$ cat config.mk
export PLATFORM = sky130hd
export DESIGN_NAME = adaptive_bias_ctrl_flat
export DESIGN_NICKNAME = d
export VERILOG_FILES = /design/src/rtl/adaptive_bias_ctrl_pkg.sv /design/src/rtl/adaptive_bias_ctrl_if.sv /design/src/rtl/adaptive_bias_ctrl_sync.sv /design/src/rtl/adaptive_bias_ctrl.sv /design/src/flat_wrapper.sv
export SDC_FILE = /design/constraint.sdc
export NUM_CORES = 1
export LEC_CHECK = 0
export ABC_AREA = 0
export ABC_CLOCK_PERIOD_IN_PS = 4800
export CORE_UTILIZATION = 40
export DETAILED_ROUTE_END_ITERATION = 8
export SLEW_MARGIN = 20
export SYNTH_ARGS = -nofsm -noshare
export SYNTH_HDL_FRONTEND = slang
export SYNTH_HIERARCHICAL = 1
export SYNTH_SLANG_ARGS = --single-unit
$ cat constraint.sdc
create_clock -name clk -period 4.8 [get_ports clk]
set_input_delay 0.48 -clock clk [delete_from_list [all_inputs] [get_ports clk]]
set_output_delay 0.48 -clock clk [all_outputs]
set_load 0.1 [all_outputs]
$ cat src/rtl/adaptive_bias_ctrl_pkg.sv
// Shared types and default constants for the adaptive OTA bias controller.
package adaptive_bias_pkg;

    typedef enum logic [1:0] {
        ST_IDLE  = 2'd0,
        ST_TRACK = 2'd1,
        ST_BOOST = 2'd2,
        ST_HOLD  = 2'd3
    } bias_state_e;

    localparam int DEF_WIDTH      = 6;
    localparam int DEF_CODE_MIN   = 4;
    localparam int DEF_CODE_MAX   = 56;
    localparam int DEF_BOOST_STEP = 8;
    localparam int DEF_HOLD_CYC   = 16;
    localparam int DEF_DECAY_DIV  = 8;

    // Bits needed for a counter that runs 0..n-1 (never narrower than one bit).
    function automatic int cnt_bits(input int n);
        return (n > 1) ? $clog2(n) : 1;
    endfunction

endpackage

$ cat src/rtl/adaptive_bias_ctrl_if.sv
// Control/status bundle between the bias controller and its host.
interface adaptive_bias_ctrl_if
    import adaptive_bias_pkg::*;
#(
    parameter int WIDTH = DEF_WIDTH
);
    logic             en;
    logic             slew_det;
    logic [WIDTH-1:0] vd_code;
    logic             code_vld;
    logic [1:0]       state_o;

    modport master (
        output en, slew_det,
        input  vd_code, code_vld, state_o
    );

    modport slave (
        input  en, slew_det,
        output vd_code, code_vld, state_o
    );
endinterface

$ cat src/rtl/adaptive_bias_ctrl_sync.sv
// Two-flop synchronizer for the asynchronous slew comparator output.
module bias_sync (
    input  logic clk,
    input  logic rst,
    input  logic d,
    output logic q
);
    logic meta;

    always_ff @(posedge clk) begin
        if (rst) begin
            meta <= 1'b0;
            q    <= 1'b0;
        end else begin
            meta <= d;
            q    <= meta;
        end
    end
endmodule

$ cat src/rtl/adaptive_bias_ctrl.sv
// Dynamic-bias controller: boosts the DAC code while the OTA slews, holds it
// briefly once slewing ends, then decays it back toward the quiescent floor.
module adaptive_bias_ctrl
    import adaptive_bias_pkg::*;
#(
    parameter int WIDTH      = DEF_WIDTH,
    parameter int CODE_MIN   = DEF_CODE_MIN,
    parameter int CODE_MAX   = DEF_CODE_MAX,
    parameter int BOOST_STEP = DEF_BOOST_STEP,
    parameter int HOLD_CYC   = DEF_HOLD_CYC,
    parameter int DECAY_DIV  = DEF_DECAY_DIV
) (
    input logic                 clk,
    input logic                 rst,
    adaptive_bias_ctrl_if.slave bus
);
    localparam int DW = cnt_bits(DECAY_DIV);
    localparam int HW = cnt_bits(HOLD_CYC);

    localparam logic [WIDTH:0]   MIN_X  = (WIDTH+1)'(CODE_MIN);
    localparam logic [WIDTH:0]   MAX_X  = (WIDTH+1)'(CODE_MAX);
    localparam logic [WIDTH:0]   STEP_X = (WIDTH+1)'(BOOST_STEP);
    localparam logic [WIDTH-1:0] MIN_W  = WIDTH'(CODE_MIN);
    localparam logic [DW-1:0]    DCNT_LAST = DW'(DECAY_DIV - 1);
    localparam logic [HW-1:0]    HCNT_LAST = HW'(HOLD_CYC - 1);

    bias_state_e      state;
    logic [WIDTH-1:0] code;
    logic             vld;
    logic [DW-1:0]    dcnt;
    logic [HW-1:0]    hcnt;
    logic             sd_s;

    logic [WIDTH:0]   sum;
    logic [WIDTH-1:0] inc_code;
    logic [WIDTH-1:0] dec_code;

    bias_sync u_sync (
        .clk (clk),
        .rst (rst),
        .d   (bus.slew_det),
        .q   (sd_s)
    );

    // The extra carry bit lets a sum past 2^WIDTH still clamp to CODE_MAX.
    // NOTE: each always_comb output is assigned on every path, so no latch is inferred.
    always_comb begin
        sum      = {1'b0, code} + STEP_X;
        inc_code = (sum > MAX_X) ? MAX_X[WIDTH-1:0] : sum[WIDTH-1:0];
        dec_code = ({1'b0, code} > MIN_X) ? code - WIDTH'(1) : code;
    end

    // NOTE: state uses non-blocking assignments so every branch reads pre-edge values.
    always_ff @(posedge clk) begin
        if (rst) begin
            state <= ST_IDLE;
            code  <= MIN_W;
            vld   <= 1'b0;
            dcnt  <= '0;
            hcnt  <= '0;
        end else if (!bus.en) begin
            state <= ST_IDLE;
            code  <= MIN_W;
            vld   <= (code != MIN_W);
        end else begin
            vld <= 1'b0;
            unique case (state)
                ST_IDLE: begin
                    state <= ST_TRACK;
                    dcnt  <= '0;
                end
                ST_TRACK: begin
                    if (sd_s) begin
                        state <= ST_BOOST;
                        code  <= inc_code;
                        vld   <= (inc_code != code);
                    end else if (dcnt == DCNT_LAST) begin
                        dcnt <= '0;
                        code <= dec_code;
                        vld  <= (dec_code != code);
                    end else begin
                        dcnt <= dcnt + DW'(1);
                    end
                end
                ST_BOOST: begin
                    if (sd_s) begin
                        code <= inc_code;
                        vld  <= (inc_code != code);
                    end else begin
                        state <= ST_HOLD;
                        hcnt  <= '0;
                    end
                end
                ST_HOLD: begin
                    if (sd_s) begin
                        state <= ST_BOOST;
                        code  <= inc_code;
                        vld   <= (inc_code != code);
                    end else if (hcnt == HCNT_LAST) begin
                        state <= ST_TRACK;
                        dcnt  <= '0;
                    end else begin
                        hcnt <= hcnt + HW'(1);
                    end
                end
            endcase
        end
    end

    assign bus.vd_code  = code;
    assign bus.code_vld = vld;
    assign bus.state_o  = state;
endmodule
$ cat src/flat_wrapper.sv
// flat-port wrapper written by rule: the top's interface ports become plain ports
module adaptive_bias_ctrl_flat import adaptive_bias_pkg::*;
#(
    parameter int WIDTH      = DEF_WIDTH,
    parameter int CODE_MIN   = DEF_CODE_MIN,
    parameter int CODE_MAX   = DEF_CODE_MAX,
    parameter int BOOST_STEP = DEF_BOOST_STEP,
    parameter int HOLD_CYC   = DEF_HOLD_CYC,
    parameter int DECAY_DIV  = DEF_DECAY_DIV
)
  (clk, rst, bus_en, bus_slew_det, bus_vd_code, bus_code_vld, bus_state_o);
  adaptive_bias_ctrl_if #(.WIDTH(WIDTH)) bus_i ();
  input logic clk;
  input logic rst;
  input wire logic [$bits(bus_i.en)-1:0] bus_en;
  input wire logic [$bits(bus_i.slew_det)-1:0] bus_slew_det;
  output wire logic [$bits(bus_i.vd_code)-1:0] bus_vd_code;
  output wire logic [$bits(bus_i.code_vld)-1:0] bus_code_vld;
  output wire logic [$bits(bus_i.state_o)-1:0] bus_state_o;
  assign bus_i.en = bus_en;
  assign bus_i.slew_det = bus_slew_det;
  assign bus_vd_code = bus_i.vd_code;
  assign bus_code_vld = bus_i.code_vld;
  assign bus_state_o = bus_i.state_o;
  adaptive_bias_ctrl #(.WIDTH(WIDTH), .CODE_MIN(CODE_MIN), .CODE_MAX(CODE_MAX), .BOOST_STEP(BOOST_STEP), .HOLD_CYC(HOLD_CYC), .DECAY_DIV(DECAY_DIV)) u_core (.clk(clk), .rst(rst), .bus(bus_i));
endmodule
Word-level counts from Yosys, hierarchy flattened:

Index checks and enable logic that the tools add are counted.

* $add $sub $neg: 4
* $mul: 0
* div/mod/pow operators: 0
* $lt $le $gt $ge: 2
* equal/unequal tests: 17
* shifts and indexed selects: 0
* muxes and demuxes: 25
* bitwise operators: 1
* reductions and logical operators: 10

Operators by type and width (count)
* two-way mux 6 bit: 5
* two-way mux 3 bit: 4
* two-way mux 4 bit: 3
* != test 6 bit: 2
* case mux 6 bit (2 select lines): 1
* != test 2 bit, second input constant: 5
* AND reduction 5 bit: 2
* case mux 3 bit (3 select lines): 1
* two-way mux 2 bit: 4
* case mux 2 bit (4 select lines): 1
* case mux 4 bit (2 select lines): 1
* adder 6 x 4 -> 7 bit, second input constant: 1
* greater-than comparator 7 x 6 -> 1 bit, second input constant: 1
* greater-than comparator 6 x 3 -> 1 bit, second input constant: 1
* != test 3 x 2 -> 1 bit, second input constant: 2
* != test 6 x 3 -> 1 bit, second input constant: 1
* AND reduction 3 bit: 2
* subtractor 6 x 1 -> 6 bit, second input constant: 1
* adder 4 x 1 -> 4 bit, second input constant: 1
* equality test 2 bit, second input constant: 2
* equality test 4 bit, second input constant: 1
* two-way mux 1 bit: 4
* != test 2 x 1 -> 1 bit, second input constant: 2
* nonzero test 2 bit: 2
* 8 further kinds: 9

* bits in registers: 18
* bits in latches: 0
* memory bits (writable): 0
* bits in read-only memories: 0
* bits of input ports: 4
* output and inout port bits: 9
* logic and storage cells: 66
* memories kept: 0

Logic depth before layout (Yosys ltp):

Gate-level depths: netlist of the first run.

* depth in word-level cells: 7
* gate-level depth with buffers: 6

Modules after synthesis:

Netlist of the first run, hierarchy kept.

Modules (own cells, without submodules)
* adaptive_bias_ctrl: times used 1, cells an instance 125, area each 1082.3 µm², seq. area each 320.3 µm²
* bias_sync: times used 1, cells an instance 4, area each 52.6 µm², seq. area each 40.0 µm²

Least setup slack after synthesis of the first run:

Ideal clock, no wire load.

* path kind: reg-to-reg
* from: register u_core.code[3], in the netlist u_core/bus.vd_code[3]
* to: register u_core.code[0], in the netlist u_core/bus.vd_code[0]
* setup time: 166 ps
* arrival: 2339 ps
* data required time: 4634 ps
* path slack: 2295 ps
* stages on the path, launching flop included: 7
* clock period less this slack: 2505 ps
* cells stage by stage: dfxtp_1 -> inv_1 -> ha_1 -> nor2b_1 -> a311o_1 -> a21oi_1 -> a21oi_1

* word-level cells in the longest chain between the ends: 5
* elaborated cells between the ends (all ways): 9
* classes of those cells: add/sub (1); order compare (2); mux (6)

RTL lines
* from (decl): RTL line adaptive_bias_ctrl.sv:28 `logic [WIDTH-1:0] code;`
* from (signal assigned): RTL line adaptive_bias_ctrl.sv:75 `code <= inc_code;`
* from (signal assigned): RTL line adaptive_bias_ctrl.sv:79 `code <= dec_code;`
* from (signal assigned): RTL line adaptive_bias_ctrl.sv:87 `code <= inc_code;`
* adder 6 x 4 -> 7 bit / greater-than comparator 6 x 3 -> 1 bit (equally long branches): RTL line adaptive_bias_ctrl.sv:48, adaptive_bias_ctrl.sv:50
* greater-than comparator 7 x 6 -> 1 bit / two-way mux 6 bit (equally long branches): RTL line adaptive_bias_ctrl.sv:49, adaptive_bias_ctrl.sv:50
* two-way mux 6 bit (on tied branches): RTL line adaptive_bias_ctrl.sv:49, adaptive_bias_ctrl.sv:77
* two-way mux 6 bit (on tied branches): RTL line adaptive_bias_ctrl.sv:86, adaptive_bias_ctrl.sv:95, adaptive_bias_ctrl.sv:73
* case mux 6 bit (2 select lines) *: RTL line adaptive_bias_ctrl.sv:67 `unique case (state)`

Mark *: on every way between the ends. The rest lies on a longest branch, timed or not. The select of a mux whose other input is x is not followed.
A chain may end at the register's enable or synchronous reset.

Worst setup path in the final report of the first run:

* from: register u_core.state[1], in the netlist u_core/bus.state_o[1]
* to: output port bus_state_o[1]

RTL lines
* from (decl): RTL line adaptive_bias_ctrl.sv:27 `bias_state_e state;`
* from (signal assigned): RTL line adaptive_bias_ctrl.sv:56 `state <= ST_IDLE;`
* from (signal assigned): RTL line adaptive_bias_ctrl.sv:62 `state <= ST_IDLE;`
* from (signal assigned): RTL line adaptive_bias_ctrl.sv:69 `state <= ST_TRACK;`
* to (decl): RTL line flat_wrapper.sv:19 `output wire logic [$bits(bus_i.state_o)-1:0] bus_state_o;`

No word-level cell between the ends.

==> metrics.cfg, run 1 <==
[outcome]
status=completed

[floorplan]
initial_core_util_pct=44.2
die_area_um2=3050
core-area_um2=2570
pin_count=13
die_w_um=55.3
fp.dieH_um=55.3
rows=18

[clock_network]
clk_pin_slew_ns=0.11
clk-insertion-delay-late_ns=0.29
cts_root_buf=clkbuf_4
cts_resized=0
clock_sinks=18
cts_made_buffers=3
cts_buffer_depth=2
postCtsSetupBuffers=0
cts_tree=done
cts_hold_buf=0
h-tree-depth=1

[finish]
post-route-util_pct=50.0
diodes=0
multi_input_area_um2=697
fin_nets=151
nFillCells=258
area_growth_pct=13.2
drive_gt1_share_pct=10.8
seqCellArea_um2=360

[min_path]
min_path_type=reg -> reg
min_path_cells=1
hold_end=u_core/u_sync/q$_SDFF_PP0_
min_from=u_core/u_sync/meta$_SDFF_PP0_

[synthesis]
ys_types=48
synth_cells=129
synth_edf_count=0
synth_top_area_cell=dfxtp_1
syn_nets=140
synth-seq-cells=18
synthTopCellsByArea=dfxtp_1 (32%), ha_1 (7.7%), a21oi_1 (5.7%)
synth.cell_area_um2=1130
ys_seq_area_share_pct=31.8
synth_warnings=6
dominantRegCellSynth=dfxtp_1
yosysTopAreaCellShare_pct=31.8
synth-async-reset-ratio_pct=0
syn_avg_cell_area_um2=8.80

[pwr]
combPwrFrac_pct=9.3
p_sw_uw=69.1
power.internal_uw=207
powerDensity_nw_per_um2=215
p_leak_uw=0.000496
ir_drop_mv=0.164
clkPwrFrac_pct=34.3
swShare_pct=25.0
seqPwrFrac_pct=56.4

[critical_path]
cp.required_ns=4.32
crit_family=buffers and inverters
reg2reg_to=u_core/bus.vd_code[1]$_SDFFE_PP0P_
cp_max_fo=18
start_kind=register
cp_slowest_cell=clkdlybuf4s50_1
worstRegToRegCells=6
crit_arrival_ns=2.33
r2r_setup_slack_ns=2.86
critPathBufInv=1
critPathLaunch=u_core/bus.state_o[1]$_SDFFE_PP0P_
path_class=reg -> out
cp-end-kind=primary output
r2r_start=u_core/bus.vd_code[3]$_SDFFE_PP0P_
path_cells=clkdlybuf4s50_1
slowest_delay_ns=1.26

[sta]
max_freq_mhz=356
skew_ns=0.00535
hold_violations=0
fin_crit_sh_pct=58.5
setup_viol=0
tns_ns=0
period_minus_slack_ns=2.81
tightest_slew_ns=0.968
final_max_slew_viol_count=0
rsz0062_at_grt=no
slew_headroom_pct=35.3

[job]
maxCapViolations=0

[grt]
grt_usage_pct=16.5
antenna_found_initial=0
gr-total-overflow=0
grt_first_pass_wirelength_mm=4.08
grt_max_degree=19
grt_pass1_vias=920

[routing]
dr.pass1.iters=4
drc=0
ant_nets=0
drt-initial-drc-count=35
num_vias=997
wire_per_inst_um=14.1
totalWireLength_mm=2.38
vias_per_cell=5.90

[place]
place.gp.congestion=0.846
port_buffers=12
detailed_place_hpwl_mm=1.72

## through the flow
step | instances | hold WS, ns | setup slack [ns] | total power (uW) | instance area [um2]
2_1_floorplan | 129 | 0.414 | 2.29 | 179 | 1130
3_3_place_gp | 165 | 0.416 | 2.37 | 185 | 1250
3_5_place_dp | 165 | 0.428 | 2.34 | 185 | 1250
4_1_cts | 169 | 0.454 | 2.00 | 281 | 1280
5_1_grt | 169 | 0.479 | 1.88 | 292 | 1280
6_report | 169 | 0.451 | 1.99 | 276 | 1280
## per-layer routing
metal | global-route usage (%) | up-vias | part of all wire [%]
li1 | - | 498 | -
met1 | 23.8 | 465 | 50
met2 | 23.2 | 32 | 42
met3 | 5.15 | 2 | 6.7
met4 | 5.36 | 0 | 0.76
met5 | 0 | - | 0
## worst max-delay path by stage
stage / endpoint / slack, ns / depth (start not counted)
floorplan: u_core/bus.vd_code[0]$_SDFFE_PP0P_ / 2.29 / 6
global placement: bus_state_o[1] / 2.37 / 1
detailed placement: bus_state_o[1] / 2.34 / 1
CTS: bus_state_o[1] / 2.00 / 1
global route: bus_state_o[1] / 1.88 / 1
finish: bus_state_o[1] / 1.99 / 1
## cells in the mapped netlist, types with 3 or more instances
master / instances
nor2b_1: 5
o31ai_1: 4
nand2_1: 4
o21ai_0: 5
nor3_1: 3
ha_1: 7
dfxtp_1: 18
nand2b_1: 5
nor2_1: 11
inv_1: 9
a21oi_1: 13
## area by class of cell
type                       instances  area share (%)
inverter                           9            2.63
clock buffer                       4            2.82
tap                               30            2.92
multi-input combinational         96            54.2
timing repair buffer              12            9.35
sequential                        18            28.0
## power groups by stage
| stage | clock (uW) | combinational [uW] | sequential, uW |
|---|---|---|---|
| floorplan | 0 | 14.6 | 164 |
| global placement | 0 | 25.7 | 159 |
| detailed placement | 0 | 25.6 | 159 |
| CTS | 99.1 | 25.7 | 156 |
| global route | 108 | 27.8 | 157 |
| finish | 94.7 | 25.7 | 156 |
## placed cells by master (no fill, tap or decap), types with 3 or more instances in the layout
master / count
a21oi_1: 13
nor2b_1: 5
nand2_1: 4
dfxtp_1: 18
nor3_1: 3
nor2_1: 11
clkdlybuf4s50_1: 12
ha_1: 7
nand2b_1: 5
clkbuf_4: 3
o31ai_1: 4
inv_1: 9
o21ai_0: 5
## flip-flops by register name (all words and copies together) (netlist names)
signal and flops:
u_core/u_sync/meta 1, u_core/u_sync/q 1, u_core/hcnt 4, u_core/bus.code_vld 1, u_core/dcnt 3, u_core/bus.state_o 2, u_core/bus.vd_code 6
## logic make-up (layout without fill, tap and decap cells)
| group | Yosys count | after routing | synth area share, % |
|---|---|---|---|
| AND/OR/NAND/NOR | 45 | 45 | 25.2 |
| multiplexers | 2 | 2 | 1.76 |
| buffers and inverters | 15 | 25 | 6.84 |
| flip-flops | 18 | 18 | 31.8 |
| AO/OA/AOI/OAI | 42 | 42 | 26.7 |
| adder cells (fa/ha/maj) | 7 | 7 | 7.72 |
(Power assumes the default switching activity.)
==> inputs of run 2 (changes only) <==
--- a/config.mk
+++ b/config.mk
@@ -6,7 +6,7 @@
 export NUM_CORES = 1
 export LEC_CHECK = 0
 export ABC_AREA = 0
-export ABC_CLOCK_PERIOD_IN_PS = 4800
+export ABC_CLOCK_PERIOD_IN_PS = 2300
 export CORE_UTILIZATION = 40
 export DETAILED_ROUTE_END_ITERATION = 8
 export SLEW_MARGIN = 20
==> constraint.sdc (replaced) <==
create_clock -name clk -period 2.3 [get_ports clk]
set_input_delay 0.23 -clock clk [delete_from_list [all_inputs] [get_ports clk]]
set_output_delay 0.23 -clock clk [all_outputs]
set_load 0.1 [all_outputs]
==> run 2 against run 1 <==
Clock skew about the same. Via count up 2.7%. Flip-flop and latch count unchanged. Critical endpoint is now u_core/bus.vd_code[1]$_SDFFE_PP0P_. Highest routed layer unchanged.
==> metrics.cfg, run 2 (synthesis gave the netlist of run 1 again) <==
[outcome]
status=completed

[floorplan]
core-area_um2=2570
rows=18
die_area_um2=3050
initial_core_util_pct=44.2
fp.dieH_um=55.3
pin_count=13
die_w_um=55.3

[sta]
final_max_slew_viol_count=0
tightest_slew_ns=0.652
setup_viol=0
slew_headroom_pct=56.5
period_minus_slack_ns=1.76
max_freq_mhz=569
fin_crit_sh_pct=76.4
tns_ns=0
rsz0062_at_grt=no
hold_violations=0
skew_ns=0.00577

[routing]
dr.pass1.iters=4
drt-initial-drc-count=27
wire_per_inst_um=14.3
num_vias=1024
ant_nets=0
drc=0
totalWireLength_mm=2.44
vias_per_cell=6.02

[finish]
fin_nets=152
diodes=0
largest_reg_flops=6
drive_gt1_share_pct=20.0
area_growth_pct=12.2
layout_common_cells=dfxtp_1 (15), a21oi_1 (13), nor2_1 (11)
layout_commonest_cell=dfxtp_1

[grt]
grt_first_pass_wirelength_mm=4.08
antenna_found_initial=0
grt_max_degree=19
grt_usage_pct=16.5
gr-total-overflow=0
grt_pass1_vias=889

[critical_path]
start_kind=register
cp.required_ns=2.50
reg2reg_to=u_core/bus.vd_code[1]$_SDFFE_PP0P_
critPathLaunch=u_core/bus.vd_code[3]$_SDFFE_PP0P_
cp_slowest_cell=dfxtp_2
crit_family=compound AO/OA/AOI/OAI gates
worstRegToRegCells=6
r2r_start=u_core/bus.vd_code[3]$_SDFFE_PP0P_
critPathBufInv=1
path_cells=inv_1 -> ha_1 -> nor2b_1 -> a311o_1 -> a211oi_2 -> nor2_1
r2r_setup_slack_ns=0.54
slowest_delay_ns=0.45
path_class=reg -> reg
crit_arrival_ns=1.96
cp_max_fo=9
cp-end-kind=register

[clock_network]
clk-insertion-delay-late_ns=0.29
cts_root_buf=clkbuf_4
postCtsSetupBuffers=0
cts_hold_buf=0
clock_sinks=18
cts_made_buffers=3
cts_buffer_depth=2
cts_resized=0
h-tree-depth=1
cts_tree=done
clk_pin_slew_ns=0.12

[place]
port_buffers=12
detailed_place_hpwl_mm=1.79
place.gp.congestion=0.880

[min_path]
min_path_cells=1
min_path_type=reg -> reg
hold_end=u_core/u_sync/q$_SDFF_PP0_
min_from=u_core/u_sync/meta$_SDFF_PP0_

[pwr]
p_total_uw=583
powerDensity_nw_per_um2=458
ir_drop_mv=0.321
p_leak_uw=0.000518

[job]
maxCapViolations=0

run 2: changes by cell type in the layout (fill, tap and decap cells not counted):
cell             previous run  this run
dfxtp_1                    18        15
buf_4                       0        10
dfxtp_2                     0         3
clkdlybuf4s50_1            12         3
run 2: power by group:
group	switching [uW]	leakage [uW]	total, uW	internal, uW
clock network	106	0.0000210	202	96.4
logic	36.1	0.000350	56.4	20.3
registers	8.01	0.000148	324	316
run 2: worst max-delay path by stage:
stage,end,depth (start not counted)
2_1_floorplan,u_core/bus.vd_code[1]$_SDFFE_PP0P_,6
3_3_place_gp,u_core/bus.vd_code[1]$_SDFFE_PP0P_,6
3_5_place_dp,u_core/bus.vd_code[1]$_SDFFE_PP0P_,6
4_1_cts,u_core/bus.vd_code[1]$_SDFFE_PP0P_,6
5_1_grt,u_core/hcnt[0]$_SDFFE_PP0P_,4
6_report,u_core/bus.vd_code[1]$_SDFFE_PP0P_,6
run 2: area by class of cell:
type,instances,area (um2)
multi-input cells,96,697
inverters,9,33.8
fillers,267,1290
repair buffers,13,105
well taps,30,37.5
flip-flops and latches,18,364
clock buffers,4,36.3
run 2: metal layers:
metal	global-route usage [%]	share of wire, %
met3	2.11	4.1
met1	24.7	51
met5	0	0
met4	5.36	0.62
met2	24.3	45
run 2: per-stage QoR:
step	instance area [um2]	setup WS [ns]	cells	hold slack, ns	utilization [%]
2_1_floorplan	1140	0.0318	129	0.302	-
3_3_place_gp	1240	0.597	166	0.416	48.2
3_5_place_dp	1240	0.577	166	0.429	48.2
4_1_cts	1270	0.557	170	0.456	49.6
5_1_grt	1270	0.359	170	0.468	49.6
6_report	1270	0.543	170	0.456	49.6
==> inputs of run 3 (changes only) <==
--- a/config.mk
+++ b/config.mk
@@ -6,7 +6,7 @@
 export NUM_CORES = 1
 export LEC_CHECK = 0
 export ABC_AREA = 0
-export ABC_CLOCK_PERIOD_IN_PS = 2300
+export ABC_CLOCK_PERIOD_IN_PS = 1700
 export CORE_UTILIZATION = 40
 export DETAILED_ROUTE_END_ITERATION = 8
 export SLEW_MARGIN = 20
==> constraint.sdc (replaced) <==
create_clock -name clk -period 1.7 [get_ports clk]
set_input_delay 0.17 -clock clk [delete_from_list [all_inputs] [get_ports clk]]
set_output_delay 0.17 -clock clk [all_outputs]
set_load 0.1 [all_outputs]
==> run 3 against run 2 <==
Core utilization increased by 5.5 points. Sequential power up 33%. Clock skew increased by 0.0021 ns. Highest routed layer unchanged. Wire length rose by 5.1%. Sequential share of layout area is 1.5 points lower. Combinational power up 57%.
==> metrics.cfg, run 3 (synthesis gave the netlist of run 1 again) <==
[routing]
ant_nets=0
drt-initial-drc-count=34
wire_per_inst_um=14.6
drc=0
dr.pass1.iters=4
totalWireLength_mm=2.56
vias_per_cell=5.94
num_vias=1040

[pwr]
power.internal_uw=547
p_sw_uw=192
p_total_uw=740
clkPwrFrac_pct=29.9
p_leak_uw=0.000572
ir_drop_mv=0.475
seqPwrFrac_pct=58.2
powerDensity_nw_per_um2=523
swShare_pct=26.0
combPwrFrac_pct=11.9

[clock_network]
cts_hold_buf=0
clock_sinks=18
h-tree-depth=1
cts_root_buf=clkbuf_4
clk_pin_slew_ns=0.10
cts_made_buffers=3
clk-insertion-delay-late_ns=0.29
cts_buffer_depth=2
cts_tree=done

[finish]
fin_nets=157
diodes=0
layout_commonest_cell=a21oi_1
drive_gt1_share_pct=27.6
nFillCells=261
area_growth_pct=24.6
post-route-util_pct=55.1
largest_reg_flops=6
layout_common_cells=a21oi_1 (13), nor2_1 (11), dfxtp_1 (10)

[grt]
gr-max-usage-layer=met2
grt_first_pass_wirelength_mm=4.32
grtUsageMet3_pct=4.92
met1_usage_pct=24.3
antenna_found_initial=0
grt_max_degree=19
gr-usage-met2_pct=26.2
grt_pass1_vias=931
grt_usage_pct=17.7
gr-total-overflow=0

[floorplan]
pin_count=13
initial_core_util_pct=44.2
die_area_um2=3050
core-area_um2=2570
fp.dieH_um=55.3
die_w_um=55.3
rows=18

[place]
port_buffers=12
place.gp.congestion=0.904
detailed_place_hpwl_mm=1.94
pre_cts_ws_ns=0.0960

[sta]
max_freq_mhz=619
tns_ns=0
layout_setup_ws_ns=0.0843
rsz0062_at_grt=yes
final_max_slew_viol_count=0
hold_violations=0
slew_headroom_pct=71.9
setup_viol=0
hold_slack_ns=0.419
tightest_slew_ns=0.422
period_minus_slack_ns=1.62
skew_ns=0.00785
fin_crit_sh_pct=95.0

[outcome]
status=completed

[min_path]
min_path_type=in -> reg

[critical_path]
cp-end-kind=register
cp.required_ns=1.89
cp_max_fo=9
start_kind=register
path_class=reg -> reg
crit_arrival_ns=1.81

[job]
maxCapViolations=0

==> run 3: changes by cell type in the layout (fill, tap and decap cells not counted), moves of 2 or more <==
| cell | delta |
|---|---|
| inv_1 | -2 |
| inv_2 | +2 |
| dfxtp_4 | +5 |
| buf_12 | +6 |
| dfxtp_1 | -5 |
==> run 3: path summary, 6_finish.rpt <==
| check | slack (ns) | from | to | cells past startpoint |
|---|---|---|---|---|
| setup reg to reg | 0.08 | u_core/bus.vd_code[4]$_SDFFE_PP0P_ | u_core/bus.vd_code[1]$_SDFFE_PP0P_ | 6 |
| hold reg to reg | 0.45 | u_core/u_sync/meta$_SDFF_PP0_ | u_core/u_sync/q$_SDFF_PP0_ | 1 |
| hold / removal | 0.42 | bus_slew_det | u_core/u_sync/meta$_SDFF_PP0_ | 2 |
| setup / recovery | 0.08 | u_core/bus.vd_code[4]$_SDFFE_PP0P_ | u_core/bus.vd_code[1]$_SDFFE_PP0P_ | 6 |
==> run 3: final cells by class <==
cell class	instances	area, um2	area share [%]
multi-input cells	96	716	50.6
inverters	9	33.8	2.39
flip-flops and latches	18	383	27.1
clock buffers	4	26.3	1.86
well taps	30	37.5	2.65
repair buffers	18	218	15.4
==> run 3: repair_timing <==
item / CTS / global route
setup buffers: 0 / 3
endpoints found under the hold margin: 0 / 0
endpoints found under the setup margin: 0 / 6
resized for setup: 0 / 1
==> run 3: metrics by stage <==
step / cells / cell area, um2
after floorplan: 129 / 1160
after global placement: 168 / 1350
final: 175 / 1410
after detailed placement: 168 / 1350
after CTS: 172 / 1380
after global routing: 175 / 1410
==> run 3: power by group through the flow <==
stage | Clock, uW | Sequential, uW | Combinational [uW]
global route | 254 | 431 | 95.3
floorplan | 0 | 456 | 41.1
CTS | 236 | 430 | 86.3
finish | 221 | 430 | 88.3
global placement | 0 | 439 | 85.4
detailed placement | 0 | 440 | 86.3
==> run 3: worst max-delay path: stages, from the launching register on <==
cell	delay [ns]
dfxtp_4	0.44
inv_2	0.08
ha_1	0.30
nor2b_1	0.14
a311o_1	0.30
a211oi_2	0.19
nor2_1	0.07
==> run 3: layer usage <==
metal / vias to the layer above / routed length [um] / share of wire, %
met1: 500 / 1270 / 49
met4: 0 / 35 / 1.4
met3: 5 / 111 / 4.3
met2: 21 / 1150 / 45
li1: 514 / - / -
met5: - / 0 / 0
